===== src/rtl/isr_ctrl.sv =====
// In-Service Register controller for an 8259A-style PIC: tracks serviced IR levels,
// applies non-specific/specific/automatic EOI and maintains the rotating-priority base.
module isr_ctrl #(
  parameter int NUM_IRQ = 8,
  parameter int LVL_W   = 3
) (
  input  logic               clk,
  input  logic               rst,
  input  logic               ack_valid,
  input  logic [LVL_W-1:0]   ack_level,
  input  logic               ack_done,
  input  logic               aeoi_en,
  input  logic               aeoi_rotate,
  input  logic               eoi_valid,
  input  logic               eoi_specific,
  input  logic               eoi_rotate,
  input  logic [LVL_W-1:0]   eoi_level,
  input  logic               setprio_valid,
  input  logic [LVL_W-1:0]   setprio_level,
  output logic [NUM_IRQ-1:0] isr,
  output logic               isr_hi_valid,
  output logic [LVL_W-1:0]   isr_hi_level,
  output logic [LVL_W-1:0]   lowest_prio,
  output logic               ack_dup_err
);

  localparam logic [LVL_W-1:0] LAST_LVL = LVL_W'(NUM_IRQ - 1);
  localparam logic [LVL_W:0]   NUM_EXT  = (LVL_W + 1)'(NUM_IRQ);

  // Levels at or above NUM_IRQ decode to an empty mask, so they never touch the ISR.
  function automatic logic [NUM_IRQ-1:0] lvl_mask(input logic [LVL_W-1:0] lvl);
    lvl_mask = '0;
    for (int i = 0; i < NUM_IRQ; i++) begin
      if (lvl == LVL_W'(i)) lvl_mask[i] = 1'b1;
    end
  endfunction

  logic               aeoi_pend;
  logic [LVL_W-1:0]   aeoi_lvl;

  logic               ack_in, eoi_in, setprio_in;
  logic               ns_fire, sp_fire, aeoi_fire;
  logic [NUM_IRQ-1:0] ack_mask, clr_mask, isr_nxt;
  logic [LVL_W-1:0]   low_nxt;
  logic               dup_hit;

  // Scan from lowest priority (offset NUM_IRQ) up to highest (offset 1); the last hit wins.
  always_comb begin
    isr_hi_valid = 1'b0;
    isr_hi_level = '0;
    for (int k = NUM_IRQ; k >= 1; k--) begin
      for (int i = 0; i < NUM_IRQ; i++) begin
        if (isr[i] && ((int'(lowest_prio) + k == i) ||
                       (int'(lowest_prio) + k == i + NUM_IRQ))) begin
          isr_hi_valid = 1'b1;
          isr_hi_level = LVL_W'(i);
        end
      end
    end
  end

  always_comb begin
    ack_in     = {1'b0, ack_level} < NUM_EXT;
    eoi_in     = {1'b0, eoi_level} < NUM_EXT;
    setprio_in = {1'b0, setprio_level} < NUM_EXT;

    ns_fire   = eoi_valid && !eoi_specific && isr_hi_valid;
    sp_fire   = eoi_valid && eoi_specific && eoi_in;
    aeoi_fire = ack_done && aeoi_en && aeoi_pend;

    ack_mask = ack_valid ? lvl_mask(ack_level) : '0;
    clr_mask = '0;
    if (ns_fire)   clr_mask = clr_mask | lvl_mask(isr_hi_level);
    if (sp_fire)   clr_mask = clr_mask | lvl_mask(eoi_level);
    if (aeoi_fire) clr_mask = clr_mask | lvl_mask(aeoi_lvl);

    // Clears use the pre-edge ISR; a same-cycle acknowledge re-sets its bit.
    isr_nxt = (isr & ~clr_mask) | ack_mask;
    dup_hit = |(isr & ack_mask);

    // Later assignments take precedence: EOI rotate > set-priority > AEOI rotate.
    low_nxt = lowest_prio;
    if (aeoi_fire && aeoi_rotate)                 low_nxt = aeoi_lvl;
    if (setprio_valid && !eoi_valid && setprio_in) low_nxt = setprio_level;
    if (ns_fire && eoi_rotate)                    low_nxt = isr_hi_level;
    if (sp_fire && eoi_rotate)                    low_nxt = eoi_level;
  end

  always_ff @(posedge clk) begin
    if (rst) begin
      isr         <= '0;
      lowest_prio <= LAST_LVL;
      ack_dup_err <= 1'b0;
      aeoi_pend   <= 1'b0;
      aeoi_lvl    <= '0;
    end else begin
      isr         <= isr_nxt;
      lowest_prio <= low_nxt;
      if (dup_hit) ack_dup_err <= 1'b1;
      if (ack_valid && ack_in) begin
        aeoi_pend <= 1'b1;
        aeoi_lvl  <= ack_level;
      end else if (ack_done) begin
        aeoi_pend <= 1'b0;
      end
    end
  end

endmodule


===== config.mk =====
export PLATFORM = sky130hd
export DESIGN_NAME = isr_ctrl
export DESIGN_NICKNAME = d
export VERILOG_FILES = /design/src/rtl/isr_ctrl.sv
export SDC_FILE = /design/constraint.sdc
export NUM_CORES = 1
export LEC_CHECK = 0
export ABC_AREA = 1
export CORE_ASPECT_RATIO = 1.75
export CORE_MARGIN = 3
export CORE_UTILIZATION = 40
export DETAILED_ROUTE_END_ITERATION = 8
export PLACE_DENSITY = 0.59
export SLEW_MARGIN = 20
export SYNTH_ARGS = -nofsm -noshare
export SYNTH_HDL_FRONTEND = slang
export SYNTH_SLANG_ARGS = --single-unit

===== constraint.sdc =====
create_clock -name clk -period 6.59 [get_ports clk]
set_clock_uncertainty 0.2 [all_clocks]
set_input_delay 1.318 -clock clk [delete_from_list [all_inputs] [get_ports clk]]
set_output_delay 1.318 -clock clk [all_outputs]
set_load 0.03 [all_outputs]

==> flow_results.org, run 1 <==
** Floorplanning
- Site Rows :: 35
- Initial standard-cell utilization of the core :: 0.422
- Die Height :: 105 um
- 35 I/O pins were placed.
- The die covers 6610 um^2.
- Die width :: 62.8 um
- Std-Cell Core Area :: 5340 um^2

** Clock network
- For this design, the sink count on the clock tree is 16.
- The clock passes through at most 2 buffers.
- Cts bufs inserted :: 3
- In this run the number of H-tree levels came out at 1.
- Clock root cell :: clkbuf_8
- Clock slew at the register clock pins of the worst setup and hold paths :: 0.07 ns
- TritonCTS built the clock tree.
- Clock insertion delay at the later pin of the skew report :: 0.27 ns
- Number of hold buffers added after CTS :: 0

** Timing
- The number of endpoints with negative hold slack in the final report is 0.
- Final Slew Violations :: 0
- Setup TNS :: 0 ns
- FMAX :: 170 MHz
- Setup repair after global routing missed its margin :: no
- Setup violations remaining at the end of the flow were counted as 0.
- Fin crit period :: 5.88 ns
- Slew HR :: 0.591
- At the pin with the least slew margin, the transition time is around 0.61 ns.
- Fraction of the cycle the final worst path needs :: 0.892

** Drt
- Overall via count from detail_route :: between 2000 and 3000
- Number of search-and-repair iterations in the first detailed-routing pass :: 7
- In the routed design, unresolved DRC markers number 0.
- ANT nets after route :: 0
- Wires add up to 8750 um.
- Wire per inst :: 16.0 um
- Routed vias/inst :: 5.45
- The detailed router finished its first iteration with 168 violations.

** Global route
- For this run, the total global-route usage over all layers was measured as 0.281.
- The first global-routing pass estimated 14600 um of wire.
- Overflow after GRT :: 0
- The number of global-route vias before repair was 2979.
- Entering global routing, the biggest net connects 15 pins.
- The number of antenna violations at the first check in global routing came to 0.

** Critical path
- On the critical path the largest part of the delay comes from compound AO/OA/AOI/OAI gates.
- Slowest cell on the critical path :: clkdlybuf4s50_1
- Number of cells on the critical path :: 25
- Worst Setup End Kind :: primary output
- The worst register-to-register path has a setup slack of 2.23 ns.
- Worst Setup Start Kind :: flop
- Critical Path RT :: 5.07 ns
- Counting both buffers and inverters, the worst setup path holds a total of 5.
- Largest stage delay on the critical path :: 0.72 ns
- Worst Reg2Reg Path Length in Cells :: 60
- Largest fanout on the critical path :: 10
- The most numerous cell type found on the critical path is nand2_1.
- Crit path DAT :: 4.36 ns
- Category of the critical setup timing path :: reg -> out

** Cells and area
- Count of antenna diodes in the layout :: 0
- Commonest non-fill, non-tap cells in the layout :: 136 x nand2_1, 69 x inv_1, 43 x nor2_1
- Final layout net count :: 497
- Of the cells placed in the final design, the portion with a size suffix greater than 1 is 0.0763.
- Across the whole layout, storage elements account for 320 um^2.
- After filler insertion, the fill cell instance count of the layout stands at around 600.
- The multi-input combinational cells in the finished layout cover a total of between 1500 and 2000 um^2.
- Leaving out fill and tap cells, the most frequent cell in the layout is nand2_1.
- The count of cells in the finished layout, fillers not included, comes to 546.
- Growth of design area from synthesis to finish :: 23.8%

** Min path
- Count of cells along the worst hold path :: 2
- In this run the worst hold path is classified as reg -> reg.

** Place
- The congestion estimate from routability-driven global placement came to 1.06.
- Port buffer count :: 34
- Post-detailed-placement half-perimeter wirelength :: 7200 um
- Placed instance count :: 542

** Power
- Overall power of the completed layout :: between 0.4 and 0.5 mW
- LEAKAGE :: 1.42 nW
- For this design the ratio of total power to cell area is around 160 nW/um^2.
- Across the VDD grid, the largest voltage drop is approximately 110 uV.

** Yosys
- Counting flops with a built-in enable in the synthesized netlist gives 0.
- Mapped Avg Cell Area :: 5.26 um^2
- Async set-or-reset flop fraction in the synthesized netlist :: 0
- After technology mapping, the gate count stands at 429.
- Top_reg_cell synth :: dfxtp_1
- The Yosys step of the flow raised 0 warnings.
- Synth unique cells :: 32
- Nets in the synthesized netlist :: 453
- Sequential share of the synthesized area :: 0.142
- In this run, synthesis produced a sequential element count of 16.
- After synthesis the cells add up to 2260 um^2.

** Run
- Maxcap violations :: 0

** Run status
- The run finished with clean final reports.
## flip-flops by register name, indices dropped and copies added (netlist names)
name         count
ack_dup_err      1
aeoi_lvl         3
lowest_prio      3
isr              8
aeoi_pend        1
## cell usage after synthesis, drive strengths merged (2+ instances only)
cell type / n / area, um^2
a21oi: 21 / 120
a31oi: 8 / 50.1
clkbuf: 2 / 8.75
dfxtp: 16 / 320
ha: 5 / 62.6
inv: 73 / 279
nand2: 148 / 616
nand3: 24 / 120
nand4: 10 / 62.6
nor2: 46 / 199
nor3: 35 / 175
nor4: 4 / 25.0
o2111ai: 2 / 17.5
o21ai: 23 / 115
o21bai: 3 / 22.5
o22ai: 2 / 12.5
## per-stage QoR
stage | instance area (um^2) | utilization | setup slack, ns | hold WS [ns]
finish | 2790 | 0.523 | 0.715 | 0.279
global route | 2790 | 0.523 | 0.0402 | 0.313
CTS | 2790 | 0.522 | 0.333 | 0.281
detailed placement | 2740 | 0.512 | 0.645 | 0.271
global placement | 2740 | 0.512 | 0.654 | 0.265
floorplan | 2260 | - | 1.35 | 0.239
## kinds of logic after synthesis
kind of cell             Yosys count  synth area share
adder cells (fa/ha/maj)            5            0.0277
buffers and inverters             76             0.129
multiplexers                       1           0.00444
AO/OA/AOI/OAI                     62             0.160
AND/OR/NAND/NOR                  269             0.537
flip-flops                        16             0.142
## power by group
group          leakage, nW  internal [mW]  switching [mW]
sequential           0.131          0.103         0.00666
clock               0.0288         0.0533          0.0390
combinational         1.26         0.0795           0.158
## layout make-up
cell class	count	area share
clock buffer	4	0.0197
inverter	73	0.0999
multi-input combinational	337	0.588
sequential	16	0.115
tap	74	0.0331
timing repair buffer	42	0.144
## worst min-delay path: cells and delay by family, from the launching register on
kind / cells / cell delay [ns]
AND/OR/NAND/NOR: 1 / 0.06
flip-flops: 1 / 0.32
AO/OA/AOI/OAI: 1 / 0.05
## path summary, 6_finish.rpt
| kind | start | end |
|---|---|---|
| max | lowest_prio[0]$_SDFFE_PP1P_ | isr_hi_level[1] |
| max reg2reg | lowest_prio[1]$_SDFFE_PP1P_ | isr[3]$_SDFF_PP0_ |
| min | aeoi_pend$_SDFFE_PP0P_ | aeoi_pend$_SDFFE_PP0P_ |
| min reg2reg | aeoi_pend$_SDFFE_PP0P_ | aeoi_pend$_SDFFE_PP0P_ |
## per-layer routing
layer | part of all wire | GRT usage | up-vias
met5 | 0 | 0 | -
met2 | 0.54 | 0.537 | 119
met3 | 0.041 | 0.0117 | 47
met4 | 0.068 | 0.172 | 0
li1 | - | - | 1485
met1 | 0.35 | 0.293 | 1326
## what timing repair did
| item | CTS | global route |
|---|---|---|
| resized for setup | 0 | 1 |
| setup buffers | 0 | 0 |
| endpoints found under the setup margin | 0 | 1 |
No activity file was read; power rests on OpenSTA's default activity.
==> run 2, diff against run 1 <==
==> constraint.sdc (replaced) <==
create_clock -name clk -period 5.65 [get_ports clk]
set_clock_uncertainty 0.2 [all_clocks]
set_input_delay 1.13 -clock clk [delete_from_list [all_inputs] [get_ports clk]]
set_output_delay 1.13 -clock clk [all_outputs]
set_load 0.03 [all_outputs]
==> run 2 against run 1 <==
Effect of this change: utilization grew 3.9 points; die area stayed put; sequential share of layout area down 0.59 points; register-to-register slack lost 0.89 ns; count of clock-buffer cells in the layout unchanged; non-clock buffer count is 20 higher.
==> flow_results.org, run 2 (synthesized netlist as in run 1, its figures left out) <==
** Cells and area
- Most frequent standard cell in the layout excluding fill and tap cells :: nand2_1 (unchanged)
- The final cell count without fillers was 566 (was 546).
- The flip-flop count of the largest register, all copies and words added was 8 (unchanged).
- Commonest non-fill, non-tap cells in the layout :: 133 x nand2_1, 68 x inv_1, 43 x nor2_1 (was 136 x nand2_1, 69 x inv_1, 43 x nor2_1)
- The register with the most flip-flops is isr (unchanged).
- The post-layout net count was 517 (was 497).
- Growth of design area from synthesis to finish :: 33.2% (was 23.8%)
- The final antenna diode count is 0 (unchanged).
- Largest registers: isr (8), aeoi_lvl (3), lowest_prio (3) (unchanged).
- The fraction of layout cells with a size suffix above 1 was 0.132 (was 0.0763).
- The post-route core utilization is 0.562 (was 0.523).
- The number of filler cells placed in the layout came to 581 (was 604).
- The final non-filler cell area is 3000 um^2 (was 2790 um^2).

** Critical path
- Largest stage delay on the critical path :: 0.36 ns (was 0.72 ns)
- The most repeated library cell on the critical path is nand2_1 (unchanged).
- The data required time of the critical path came to 4.32 ns (was 5.07 ns).
- Category of the critical setup timing path :: reg -> out (unchanged)
- The startpoint type of the worst setup path is a flop (unchanged).
- The standard cell with the maximum stage delay on the critical path was dfxtp_2 (was clkdlybuf4s50_1).
- The type of destination of the critical path is a primary output (unchanged).
- Largest fanout on the critical path :: 6 (was 10)
- Crit path DAT :: 4.02 ns (was 4.36 ns)

** Clock network
- The total clock buffers created by CTS was 3 (unchanged).
- Number of levels in the clock H-tree :: 1 (unchanged)
- The clock transition at the registers of the reported paths came to 0.07 ns (about the same).
- The clock tree root driver cell is clkbuf_8 (unchanged).
- Number of hold buffers added after CTS :: 0 (unchanged)
- The sink count of the clock tree came to 16 (unchanged).
- The latest clock arrival within the worst-skew pair was 0.26 ns (was 0.27 ns).
- TritonCTS clock tree :: done (unchanged)
- Deepest clock path buffer count :: 2 (unchanged)

** Drt
- The number of detailed-route iterations in the first pass is 5 (was 7).
- DRC violation count after routing :: 0 (unchanged)
- The final wirelength came to 9050 um (was 8750 um).
- Routed vias/inst :: 5.35 (was 5.45)
- ANT nets after route :: 0 (unchanged)
- The number of DRC violations after detailed-routing iteration 0 was 202 (was 168).
- Wire per inst :: 16.0 um (about the same)
- The detailed-route via count was 3026 (was 2977).

** Timing
- Fraction of the cycle the final worst path needs :: 0.948
- Hold slack :: 0.272 ns (was 0.279 ns)
- Final Slew Violations :: 0 (unchanged)
- The headroom to the max-slew limit came to 0.593 (was 0.591).
- Hold violation total from the final report :: 0 (unchanged)
- The measured slew at the worst slew-check pin came to 0.608 ns (was 0.611 ns).
- Setup repair after global routing missed its margin :: yes (was no)
- Fin crit period :: roughly 5.4 ns
- # setup viols final :: 0 (unchanged)
- FMAX :: about 190 MHz

** Place
- Placed cell area :: 2790 um^2 (was 2740 um^2)
- Placed instance count :: 549 (was 542)
- Final estimated routing congestion in global placement :: 1.05 (was 1.06)
- Port buffer count :: 34 (unchanged)
- Post-detailed-placement half-perimeter wirelength :: 7510 um (was 7200 um)

** Global route
- The overall global routing resource usage came to 0.275 (was 0.281).
- The number of global-route vias before repair is 2999 (was 2979).
- The remaining global-route overflow is 0 (unchanged).
- Global Route met3 Usage :: 0.0160 (was 0.0117)
- The largest net degree at the start of global routing came to 15 (unchanged).
- Global routing usage on met2 :: 0.538 (was 0.537)
- The first-pass GRT wire length is 14300 um (was 14600 um).
- The number of antenna violations at the first check in global routing came to 0 (unchanged).
- Met1 routing resource usage after global routing :: 0.260 (was 0.293)
- GR peak layer :: met2 (unchanged)

** Power
- The leakage dissipation was 1.50 nW (was 1.42 nW).
- The maximum vdd drop came to 181 uV (was 110 uV).
- Power density over cell area :: 186 nW/um^2 (was 157 nW/um^2)

** Floorplanning
- The initial cell density of the core came to 0.422 (unchanged).
- The die outline height is 105 um (unchanged).
- The horizontal die dimension came to 62.8 um (unchanged).
- The die area is 6610 um^2 (unchanged).
- The count of standard-cell rows is 35 (unchanged).
- The number of primary I/O pins is 35 (unchanged).
- Std-Cell Core Area :: 5340 um^2 (unchanged)

** Min path
- Class of the worst hold path :: reg -> reg (unchanged)

** Run status
- Outcome: finished clean (unchanged).

** Run
- The reported max-cap violation count is 0 (unchanged).
run 2: cell types whose count changed in the layout (fill, tap and decap cells not counted), moves of 2 or more:
cell,previous run,this run
dfxtp_1,16,13
nand2_2,6,9
dfxtp_2,0,2
buf_6,0,2
buf_4,8,26
nand2_1,136,133
run 2: path summary, 6_finish.rpt:
path,from,endpoint,slack [ns],cells after the start
max,lowest_prio[0]$_SDFFE_PP1P_,isr_hi_level[0],0.30,56
min,aeoi_pend$_SDFFE_PP0P_,aeoi_pend$_SDFFE_PP0P_,0.27,2
min reg2reg,aeoi_pend$_SDFFE_PP0P_,aeoi_pend$_SDFFE_PP0P_,0.27,2
max reg2reg,lowest_prio[0]$_SDFFE_PP1P_,isr[1]$_SDFF_PP0_,1.34,59
run 2: repair_timing:
item / 4_1_cts / 5_1_grt
gates resized for setup: 0 / 18
setup endpoints to repair: 0 / 2
buffers inserted: 0 / 13
run 2: routing by layer:
layer / up-vias / wire length [um]
li1: 1516 / -
met1: 1363 / 3160
met2: 108 / 4970
met3: 39 / 370
met4: 0 / 559
met5: - / 0
run 2: cell type report:
type / instances / area, um^2 / area share
Clock buffer: 4 / 55.1 / 0.0183
Tap cell: 74 / 92.6 / 0.0308
Sequential cell: 16 / 327 / 0.109
Timing Repair Buffer: 62 / 568 / 0.189
Multi-Input combinational cell: 337 / 1670 / 0.557
Inverter: 73 / 289 / 0.0962
run 2: stage by stage:
stage                     setup TNS (ns)  power, mW  worst slack (ns)
after floorplan                        0      0.305             0.596
after global placement                 0      0.416             0.365
after detailed placement               0      0.416             0.318
after CTS                              0      0.520            0.0218
after global routing              -0.256      0.587            -0.256
final                                  0      0.558             0.295
run 2: critical path, delay by kind of cell, from the launching register on:
kind	cells	cell delay, ns
flops	1	0.36
simple gates	54	3.16
buf+inv	2	0.28
run 2: power breakdown:
part           internal (mW)  switching [mW]  leakage (nW)
Clock                 0.0619          0.0437        0.0288
Combinational          0.126           0.197          1.34
Sequential             0.121         0.00837         0.131
Total                  0.308           0.249          1.50
